===== src/rtl/ushift_seq_ctrl_if.sv =====
// Command handshake bundle for ushift_seq_ctrl.
// Master drives a command; slave raises cmd_ready when idle.
interface ushift_seq_ctrl_if #(
  parameter int WIDTH = 4,
  parameter int CNT_W = 3
);
  logic             cmd_valid;
  logic             cmd_ready;
  logic [2:0]       cmd_op;
  logic [CNT_W-1:0] cmd_count;
  logic [WIDTH-1:0] cmd_data;
  logic             cmd_fill;

  modport master (
    output cmd_valid, cmd_op, cmd_count,
    output cmd_data, cmd_fill,
    input  cmd_ready
  );

  modport slave (
    input  cmd_valid, cmd_op, cmd_count,
    input  cmd_data, cmd_fill,
    output cmd_ready
  );
endinterface


===== src/rtl/ushift_seq_ctrl.sv =====
// Command sequencer for a universal shift register.
// USHIFT_SEQ_ROTATE_EN enables ROL/ROR; otherwise they end with err.
module ushift_seq_ctrl #(
  parameter int WIDTH = 4,
  parameter int CNT_W = 3
) (
  input  logic             clk,
  input  logic             reset,
  ushift_seq_ctrl_if.slave cmd,
  output logic             sr_en,
  output logic [1:0]       sr_mode,
  output logic [WIDTH-1:0] sr_data_in,
  output logic             sr_sft_left,
  output logic             sr_sft_right,
  input  logic             sr_q_left,
  input  logic             sr_q_right,
  output logic             ser_out,
  output logic             ser_valid,
  output logic             busy,
  output logic             done,
  output logic             err
);

  typedef enum logic [1:0] {
    S_IDLE, S_LOAD, S_SHIFT, S_DONE
  } state_t;

  localparam logic [2:0] OP_LOAD = 3'd1;
  localparam logic [2:0] OP_SHL  = 3'd2;
  localparam logic [2:0] OP_SHR  = 3'd3;
  localparam logic [2:0] OP_ROL  = 3'd4;
  localparam logic [2:0] OP_ROR  = 3'd5;
  localparam logic [2:0] OP_LSHL = 3'd6;
  localparam logic [2:0] OP_LSHR = 3'd7;

  state_t           state_q, state_d;
  logic [2:0]       op_q, op_d;
  logic [CNT_W-1:0] cnt_q, cnt_d;
  logic [WIDTH-1:0] data_q, data_d;
  logic             fill_q, fill_d;
  logic             err_q, err_d;

  logic c_load, c_shift, c_rot, c_zero;
  logic left_q, lsh_q;

  assign c_load  = (cmd.cmd_op == OP_LOAD) ||
                   (cmd.cmd_op == OP_LSHL) ||
                   (cmd.cmd_op == OP_LSHR);
  assign c_shift = (cmd.cmd_op == OP_SHL) ||
                   (cmd.cmd_op == OP_SHR);
  assign c_rot   = (cmd.cmd_op == OP_ROL) ||
                   (cmd.cmd_op == OP_ROR);
  assign c_zero  = (cmd.cmd_count == '0);

  assign left_q = (op_q == OP_SHL) ||
                  (op_q == OP_ROL) ||
                  (op_q == OP_LSHL);
  assign lsh_q  = (op_q == OP_LSHL) ||
                  (op_q == OP_LSHR);

  always_comb begin
    state_d = state_q;
    op_d    = op_q;
    cnt_d   = cnt_q;
    data_d  = data_q;
    fill_d  = fill_q;
    err_d   = err_q;
    unique case (state_q)
      S_IDLE: begin
        if (cmd.cmd_valid) begin
          op_d   = cmd.cmd_op;
          cnt_d  = cmd.cmd_count;
          data_d = cmd.cmd_data;
          fill_d = cmd.cmd_fill;
          err_d  = 1'b0;
          unique case (1'b1)
            c_load:  state_d = S_LOAD;
            c_shift: state_d = c_zero ? S_DONE : S_SHIFT;
`ifdef USHIFT_SEQ_ROTATE_EN
            c_rot:   state_d = c_zero ? S_DONE : S_SHIFT;
`else
            c_rot: begin
              err_d   = 1'b1;
              state_d = S_DONE;
            end
`endif
            default: state_d = S_DONE;
          endcase
        end
      end
      S_LOAD: begin
        if (lsh_q && cnt_q != '0)
          state_d = S_SHIFT;
        else
          state_d = S_DONE;
      end
      S_SHIFT: begin
        cnt_d = cnt_q - 1'b1;
        if (cnt_q == CNT_W'(1))
          state_d = S_DONE;
      end
      S_DONE: state_d = S_IDLE;
    endcase
  end

  always_ff @(posedge clk) begin
    if (reset) begin
      state_q <= S_IDLE;
      op_q    <= '0;
      cnt_q   <= '0;
      data_q  <= '0;
      fill_q  <= 1'b0;
      err_q   <= 1'b0;
    end else begin
      state_q <= state_d;
      op_q    <= op_d;
      cnt_q   <= cnt_d;
      data_q  <= data_d;
      fill_q  <= fill_d;
      err_q   <= err_d;
    end
  end

  always_comb begin
    cmd.cmd_ready = (state_q == S_IDLE);
    busy          = (state_q != S_IDLE);
    done          = (state_q == S_DONE);
    err           = err_q && (state_q == S_DONE);
    sr_en         = 1'b0;
    sr_mode       = 2'b00;
    sr_data_in    = '0;
    sr_sft_left   = 1'b0;
    sr_sft_right  = 1'b0;
    ser_out       = 1'b0;
    ser_valid     = 1'b0;
    if (state_q == S_LOAD) begin
      sr_en      = 1'b1;
      sr_mode    = 2'b11;
      sr_data_in = data_q;
    end
    if (state_q == S_SHIFT) begin
      sr_en     = 1'b1;
      sr_mode   = left_q ? 2'b01 : 2'b10;
      ser_valid = 1'b1;
      ser_out   = left_q ? sr_q_left : sr_q_right;
      if (left_q)
        sr_sft_left = fill_q;
      else
        sr_sft_right = fill_q;
`ifdef USHIFT_SEQ_ROTATE_EN
      // Rotate recirculates the outgoing bit in the same cycle.
      if (op_q == OP_ROL)
        sr_sft_left = sr_q_left;
      if (op_q == OP_ROR)
        sr_sft_right = sr_q_right;
`endif
    end
  end

endmodule


===== src/flat_wrapper.sv =====
// flat-port wrapper written by rule: the top's interface ports become plain ports
module ushift_seq_ctrl_flat 
#(
  parameter int WIDTH = 4,
  parameter int CNT_W = 3
)
  (clk, reset, sr_en, sr_mode, sr_data_in, sr_sft_left, sr_sft_right, sr_q_left, sr_q_right, ser_out, ser_valid, busy, done, err, cmd_cmd_valid, cmd_cmd_op, cmd_cmd_count, cmd_cmd_data, cmd_cmd_fill, cmd_cmd_ready);
  ushift_seq_ctrl_if #(.WIDTH(WIDTH), .CNT_W(CNT_W)) cmd_i ();
  input  logic clk;
  input  logic reset;
  output logic sr_en;
  output logic [1:0] sr_mode;
  output logic [WIDTH-1:0] sr_data_in;
  output logic sr_sft_left;
  output logic sr_sft_right;
  input  logic sr_q_left;
  input  logic sr_q_right;
  output logic ser_out;
  output logic ser_valid;
  output logic busy;
  output logic done;
  output logic err;
  input wire logic [$bits(cmd_i.cmd_valid)-1:0] cmd_cmd_valid;
  input wire logic [$bits(cmd_i.cmd_op)-1:0] cmd_cmd_op;
  input wire logic [$bits(cmd_i.cmd_count)-1:0] cmd_cmd_count;
  input wire logic [$bits(cmd_i.cmd_data)-1:0] cmd_cmd_data;
  input wire logic [$bits(cmd_i.cmd_fill)-1:0] cmd_cmd_fill;
  output wire logic [$bits(cmd_i.cmd_ready)-1:0] cmd_cmd_ready;
  assign cmd_i.cmd_valid = cmd_cmd_valid;
  assign cmd_i.cmd_op = cmd_cmd_op;
  assign cmd_i.cmd_count = cmd_cmd_count;
  assign cmd_i.cmd_data = cmd_cmd_data;
  assign cmd_i.cmd_fill = cmd_cmd_fill;
  assign cmd_cmd_ready = cmd_i.cmd_ready;
  ushift_seq_ctrl #(.WIDTH(WIDTH), .CNT_W(CNT_W)) u_core (.clk(clk), .reset(reset), .cmd(cmd_i), .sr_en(sr_en), .sr_mode(sr_mode), .sr_data_in(sr_data_in), .sr_sft_left(sr_sft_left), .sr_sft_right(sr_sft_right), .sr_q_left(sr_q_left), .sr_q_right(sr_q_right), .ser_out(ser_out), .ser_valid(ser_valid), .busy(busy), .done(done), .err(err));
endmodule

===== config.mk =====
export PLATFORM = sky130hd
export DESIGN_NAME = ushift_seq_ctrl_flat
export DESIGN_NICKNAME = d
export VERILOG_FILES = /design/src/rtl/ushift_seq_ctrl_if.sv /design/src/rtl/ushift_seq_ctrl.sv /design/src/flat_wrapper.sv
export SDC_FILE = /design/constraint.sdc
export NUM_CORES = 1
export LEC_CHECK = 0
export CELL_PAD_IN_SITES_DETAIL_PLACEMENT = 1
export CELL_PAD_IN_SITES_GLOBAL_PLACEMENT = 1
export CORE_ASPECT_RATIO = 2
export CORE_MARGIN = 3
export CORE_UTILIZATION = 30
export DETAILED_ROUTE_END_ITERATION = 8
export PLACE_DENSITY_LB_ADDON = 0.08
export SLEW_MARGIN = 30
export SYNTH_ARGS = -nofsm -noshare
export SYNTH_HDL_FRONTEND = slang
export SYNTH_SLANG_ARGS = --single-unit

===== constraint.sdc =====
create_clock -name clk -period 1.7 [get_ports clk]
set_clock_uncertainty 0.05 [all_clocks]
set_input_delay 0.34 -clock clk [delete_from_list [all_inputs] [get_ports clk]]
set_output_delay 0.34 -clock clk [all_outputs]
set_load 0.02 [all_outputs]

==> run_results.csv, run 1 <==
group,metric,value,unit
sta,finalHoldViolations,0,
setup_path,critPathBufInv,2,
final_layout,syn2layout_area_growth,67.32,%
place,hpwl,2268,microns
logic_synthesis,muxShareOfSynthArea,0.04217,
setup_path,arrival,1280,ps
final_layout,drive_above_1_share,0.3758,
final_layout,nNetsFinal,183,
setup_path,rr_startpoint,"u_core.state_q[0]",
logic_synthesis,yosysMostFrequentCell,"nand2_1",
sta,rsz0062_at_grt,"yes",
die,rows,26,
logic_synthesis,synth_edf_count,0,
global_routing,gr-usage-all-layers,0.1882,
final_layout,design_area,0.001390,sq mm
drt,antenna_left,0,
global_routing,antenna_found_initial,0,
sta,worstMarginPinSlew,342.8,ps
logic_synthesis,synth_top_family_by_area,"simple AND/OR/NAND/NOR gates",
logic_synthesis,synthXorXnorAreaFrac,0,
setup_path,crit_path_start_kind,"flop",
logic_synthesis,synthesis.nets,130,
setup_path,cp_num_cells,5,
die,core_region_area,0.002603,sq mm
setup_path,slowest_delay,330,ps
cts,clk_latency,260,ps
logic_synthesis,yosysTopAreaCell,"dfxtp_1",
setup_path,critPathSlowestCell,"dfxtp_2",
sta,drv_slew,0,
logic_synthesis,netlist_instances,106,
sta,slew_headroom,0.7715,
hold_path,holdPathStages,2,
sta,timing.final.crit_share,0.9852,
sta,finalSetupViolCount,0,
cts,cts.path.max_buffers,2,
run,cap_viol_max_count,0,
logic_synthesis,syn_area,830.8,sq um
die,fp.dieW,43.21,microns
global_routing,grt_pass1_wl,4788,microns
setup_path,worstRegToRegCells,7,
drt,first_iter_violations,3,
power,p_leak,0.6081,nW
global_routing,overflow,0,
die,start_util,0.3192,
power,irDropWorstVdd,0.001051,V
setup_path,crit_family,"flip-flops",
setup_path,critical_path.max_fanout,5,
logic_synthesis,netlist.area_leader.share,0.3373,
drt,avgRoutedWirePerCell,16.16,microns
logic_synthesis,synth_commonest_cells,"nand2_1, dfxtp_1, a21oi_1",
sta,fin_hold_ws,402.2,ps
drt,firstDrtPassIters,2,
logic_synthesis,synth_compound_area_frac,0.2033,
power,finalPower,2.367,mW
cts,clkTransAtPathRegs,60,ps
logic_synthesis,synthTopCellsByArea,"dfxtp_1, ha_1, nand2_1",
hold_path,hold_class,"flop to flop",
hold_path,holdPathEnd,"u_core.data_q[2]",
die,ioPinCount,31,
setup_path,worst-setup-path-type,"flop to primary output",
cts,cts_tree,"done",
place,placed_area,0.001304,sq mm
die,die_area,0.003475,sq mm
logic_synthesis,avgSynthCellArea,7.838,sq um
drt,viasPerCell,5.027,
power,power_density,1702,mW/mm^2
final_layout,antenna_cells,0,
place,portBuffers,30,
cts,cts_made_buffers,3,
drt,vias,930,
logic_synthesis,synth-simple-area-share,0.2485,
die,die_y,80.42,microns
sta,fmax,0.5970,GHz
cts,cts-root-buf,"clkbuf_8",
setup_path,crit_path_cell_trace,"buf_4 -> ha_4 -> nand2_1 -> a21boi_2 -> buf_4",
logic_synthesis,ys_warn_count,0,
logic_synthesis,synthFlopType,"dfxtp_1",
setup_path,reg2reg_to,"u_core.cnt_q[2]",
global_routing,grt_max_degree,11,
drt,drc_errors,0,
logic_synthesis,async_flop_share,0,
hold_path,hold_start,"u_core.data_q[2]",
setup_path,worst-endpoint-required,1310,ps
setup_path,rrSetupSlack,90,ps
cts,clock_sinks,14,
logic_synthesis,synth_fa_ha_area_frac,0.1205,
logic_synthesis,ys_ff_latch,14,
logic_synthesis,yosysSeqAreaShare,0.3373,
place,gp_congestion,0.8565,
drt,wl,2990,microns
sta,finalCriticalPeriod,1675,ps
cts,h-tree-depth,1,
setup_path,crit_path_frequent_cell,"buf_4",
logic_synthesis,synth_cell_types,29,
outcome,status,"finished clean",
setup_path,cp-end-kind,"primary output",
global_routing,grt_pass1_vias,1027,
-- worst max path at each step --
| stage | from | endpoint | slack, ps |
|---|---|---|---|
| 2_1_floorplan | u_core.state_q[0] | sr_sft_right | -50 |
| 3_3_place_gp | sr_q_left | ser_out | -240 |
| 3_5_place_dp | sr_q_right | ser_out | -280 |
| 4_1_cts | u_core.state_q[0] | sr_mode[1] | -110 |
| 5_1_grt | u_core.op_q[2] | ser_out | -40 |
| 6_report | u_core.state_q[1] | sr_mode[1] | 30 |
-- report_power, final --
group | internal [mW] | switching (mW)
logic | 0.764 | 0.824
registers | 0.421 | 0.0662
clock network | 0.158 | 0.134
-- sequential cells by signal, summed over array words and instances (netlist names) --
signal and count:
u_core.fill_q 1, u_core.data_q 4, u_core.op_q 3, u_core.err_q 1
u_core.cnt_q 3, u_core.state_q 2
-- cell type report --
cell class | count | area [sq um]
Fill cell | 342 | 1212
Multi-Input combinational cell | 82 | 586.8
Timing Repair Buffer | 51 | 415.4
Sequential cell | 14 | 285.3
Clock buffer | 3 | 41.29
Tap cell | 28 | 35.03
Inverter | 7 | 26.28
-- routing by layer --
layer / GRT usage / share of wire
met2: 0.3546 / 0.62
met3: 0.02691 / 0.030
met1: 0.1834 / 0.33
met4: 0.1088 / 0.023
met5: 0 / 0
-- what timing repair did --
| item | in CTS | in global routing |
|---|---|---|
| resized for setup | 64 | 20 |
| hold buffers | 0 | 0 |
| pin swaps | 0 | 3 |
| setup endpoints to repair | 15 | 20 |
| setup buffers | 0 | 2 |
-- worst register-to-register path: cells and delay by family, from the launching register on --
kind,cells,cell delay (ps)
simple gates,1,50
compound gates,1,180
mux,1,340
flops,1,370
fa+ha+maj,1,160
buf+inv,3,360
-- cells in the final DEF, fill, tap and decap left out, types with 3 or more instances in the layout --
cell type	n
buf_4	25
clkbuf_8	3
nand2_1	19
clkdlybuf4s50_1	15
inv_1	5
ha_1	5
and2_1	6
buf_2	7
nor2_2	3
ha_4	3
a21oi_1	13
dfxtp_1	12
nor2_1	6
-- cell families (layout without fill, tap and decap cells) --
kind of cell / after synthesis / count (layout)
and+or+nand+nor: 45 / 45
muxes: 3 / 3
adders and majority gates: 8 / 8
AOI/OAI and AO/OA: 26 / 26
buffers and inverters: 10 / 61
DFF: 14 / 14
-- stage by stage --
step / setup WS, ps / cells / setup TNS [ps] / utilization
finish: 25.09 / 185 / 0 / 0.5341
global route: -36.81 / 185 / -56.56 / 0.5341
CTS: -106.8 / 183 / -133.3 / 0.5058
detailed placement: -283.2 / 180 / -2307 / 0.5010
global placement: -237.4 / 180 / -1904 / 0.5010
floorplan: -47.01 / 106 / -88.55 / -
Power figures use the tool's default switching activity.
==> run 2, diff against run 1 <==
Settings changed: RECOVER_POWER from default to 25.
==> results of run 2 <==
Same layout as run 1: the final DEF is identical, and so are final timing and power.
==> run 3, diff against run 2 <==
Settings changed: CORE_UTILIZATION 30 to 32.
Clock period 1.7 ns to 2.1 ns, I/O delays scaled along.
==> run_results.csv, run 3 (synthesized netlist as in run 1, its figures left out) <==
group,metric,value,unit
global_routing,grt_pass1_wl,4202,microns
cts,clkTransAtPathRegs,60,ps
final_layout,nNetsFinal,167,
place,gp_congestion,0.7704,
run,cap_viol_max_count,0,
sta,timing.final.crit_share,0.9612,
power,combPwrFrac,0.601,
sta,setup_tns,0,ps
final_layout,top_register,"u_core.data_q",
sta,fin_hold_ws,407.4,ps
global_routing,grt_max_degree,12,
outcome,status,"finished clean",
power,finalPower,1.504,mW
drt,first_iter_violations,12,
sta,worstMarginPinSlew,483.0,ps
place,portBuffers,30,
drt,firstDrtPassIters,3,
cts,cts.path.max_buffers,2,
setup_path,reg2reg_to,"u_core.cnt_q[2]",
setup_path,rr_startpoint,"u_core.state_q[0]",
final_layout,final_cell_mix,"nand2_1, clkdlybuf4s50_1, dfxtp_1",
die,die_area,0.003281,sq mm
global_routing,overflow,0,
final_layout,mostFrequentLayoutCell,"nand2_1",
sta,slew_headroom,0.6778,
hold_path,hold_start,"u_core.data_q[1]",
sta,finalSetupViolCount,0,
setup_path,worst-setup-path-type,"flop to primary output",
final_layout,syn2layout_area_growth,44.43,%
final_layout,finalNonFillerCells,168,
final_layout,largest_reg_flops,4,
place,placed_cells_incl_taps,165,
setup_path,crit_path_start_kind,"flop",
setup_path,arrival,1550,ps
hold_path,hold_class,"flop to flop",
power,power_density,1253,mW/mm^2
die,rows,25,
cts,cts_made_buffers,3,
hold_path,holdPathStages,2,
cts,h-tree-depth,1,
sta,final.setup.worst_slack,81.54,ps
drt,vias,859,
setup_path,rrSetupSlack,350,ps
place,hpwl,1970,microns
die,die_y,78.06,microns
sta,finalHoldViolations,0,
setup_path,critical_path.max_fanout,4,
setup_path,cp-end-kind,"primary output",
drt,antenna_left,0,
final_layout,antenna_cells,0,
place,place_ws,-16.86,ps
sta,rsz0062_at_grt,"no",
drt,avgRoutedWirePerCell,14.15,microns
power,p_leak,0.5274,nW
drt,drc_errors,0,
final_layout,reg_top3,"u_core.data_q (4), u_core.cnt_q (3), u_core.op_q (3)",
cts,cts-root-buf,"clkbuf_8",
global_routing,gr-usage-all-layers,0.1669,
drt,wl,2377,microns
final_layout,final.fill_count,324,
power,swShare,0.4539,
setup_path,worst-endpoint-required,1630,ps
power,switching_power,682.5,uW
hold_path,holdPathEnd,"u_core.data_q[1]",
cts,clock_sinks,14,
setup_path,startpoint,"u_core.state_q[1]",
die,start_util,0.3449,
cts,clk_latency,250,ps
sta,drv_slew,0,
final_layout,drive_above_1_share,0.06383,
cts,cts_tree,"done",
power,internal_power,821.3,uW
sta,finalCriticalPeriod,2018,ps
sta,fmax,0.4954,GHz
setup_path,worstRegToRegCells,6,
power,p_seq_frac,0.250,
die,ioPinCount,31,
die,core_region_area,0.002409,sq mm
drt,viasPerCell,5.113,
die,fp.dieW,42.03,microns
power,clkPwrFrac,0.149,
global_routing,grt_pass1_vias,959,
global_routing,antenna_found_initial,0,
power,irDropWorstVdd,0.0005435,V
==> run 3: cell count changes in the layout (fill, tap and decap cells not counted), sizes merged <==
cell           previous run  this run
dlygate4sd2               1        13
clkbuf                    3         4
clkdlybuf4s15             1         0
clkdlybuf4s50            15        17
buf                      34         4
==> run 3: what timing repair did <==
item / in CTS / in global routing
hold buffers: 0 / 0
setup buffers: 0 / 0
gates resized for setup: 13 / 0
endpoints found under the setup margin: 13 / 0
==> run 3: power groups by stage <==
stage | clock (mW) | combinational (mW) | sequential [mW]
floorplan | 0 | 0.628 | 0.369
global placement | 0 | 1.00 | 0.378
detailed placement | 0 | 1.03 | 0.381
CTS | 0.230 | 0.961 | 0.377
global route | 0.242 | 1.02 | 0.384
finish | 0.224 | 0.903 | 0.376
==> run 3: worst max-delay path by stage <==
stage                          to
finish                        err
global route        sr_data_in[1]
CTS                 sr_data_in[1]
detailed placement        ser_out
global placement          ser_out
floorplan             sr_sft_left
==> run 3: layout make-up <==
cell class                      instances  area [sq um]  area share
Clock buffer                            3         41.29     0.03441
Inverter                                7         26.28     0.02190
Multi-Input combinational cell         82         500.5      0.4171
Sequential cell                        14         280.3      0.2336
Tap cell                               27         33.78     0.02815
Timing Repair Buffer                   35         317.8      0.2649
==> run 3: stage by stage <==
step,util,instance area (sq um)
3_5_place_dp,0.4935,1189
5_1_grt,0.4982,1200
6_report,0.4982,1200
4_1_cts,0.5039,1214
2_1_floorplan,-,830.8
3_3_place_gp,0.4935,1189
==> run 3: metal layers <==
layer | track usage | part of all wire | vias to the layer above
met4 | 0.08411 | 0.027 | 0
li1 | - | - | 427
met5 | 0 | 0 | -
met3 | 0.02523 | 0.027 | 7
met2 | 0.3354 | 0.61 | 20
met1 | 0.1513 | 0.34 | 405
==> run 3: worst max-delay path: stages (launching register included) <==
cell             delay [ps]
dfxtp_1                 380
ha_1                    190
and2_1                  130
clkdlybuf4s50_1         600
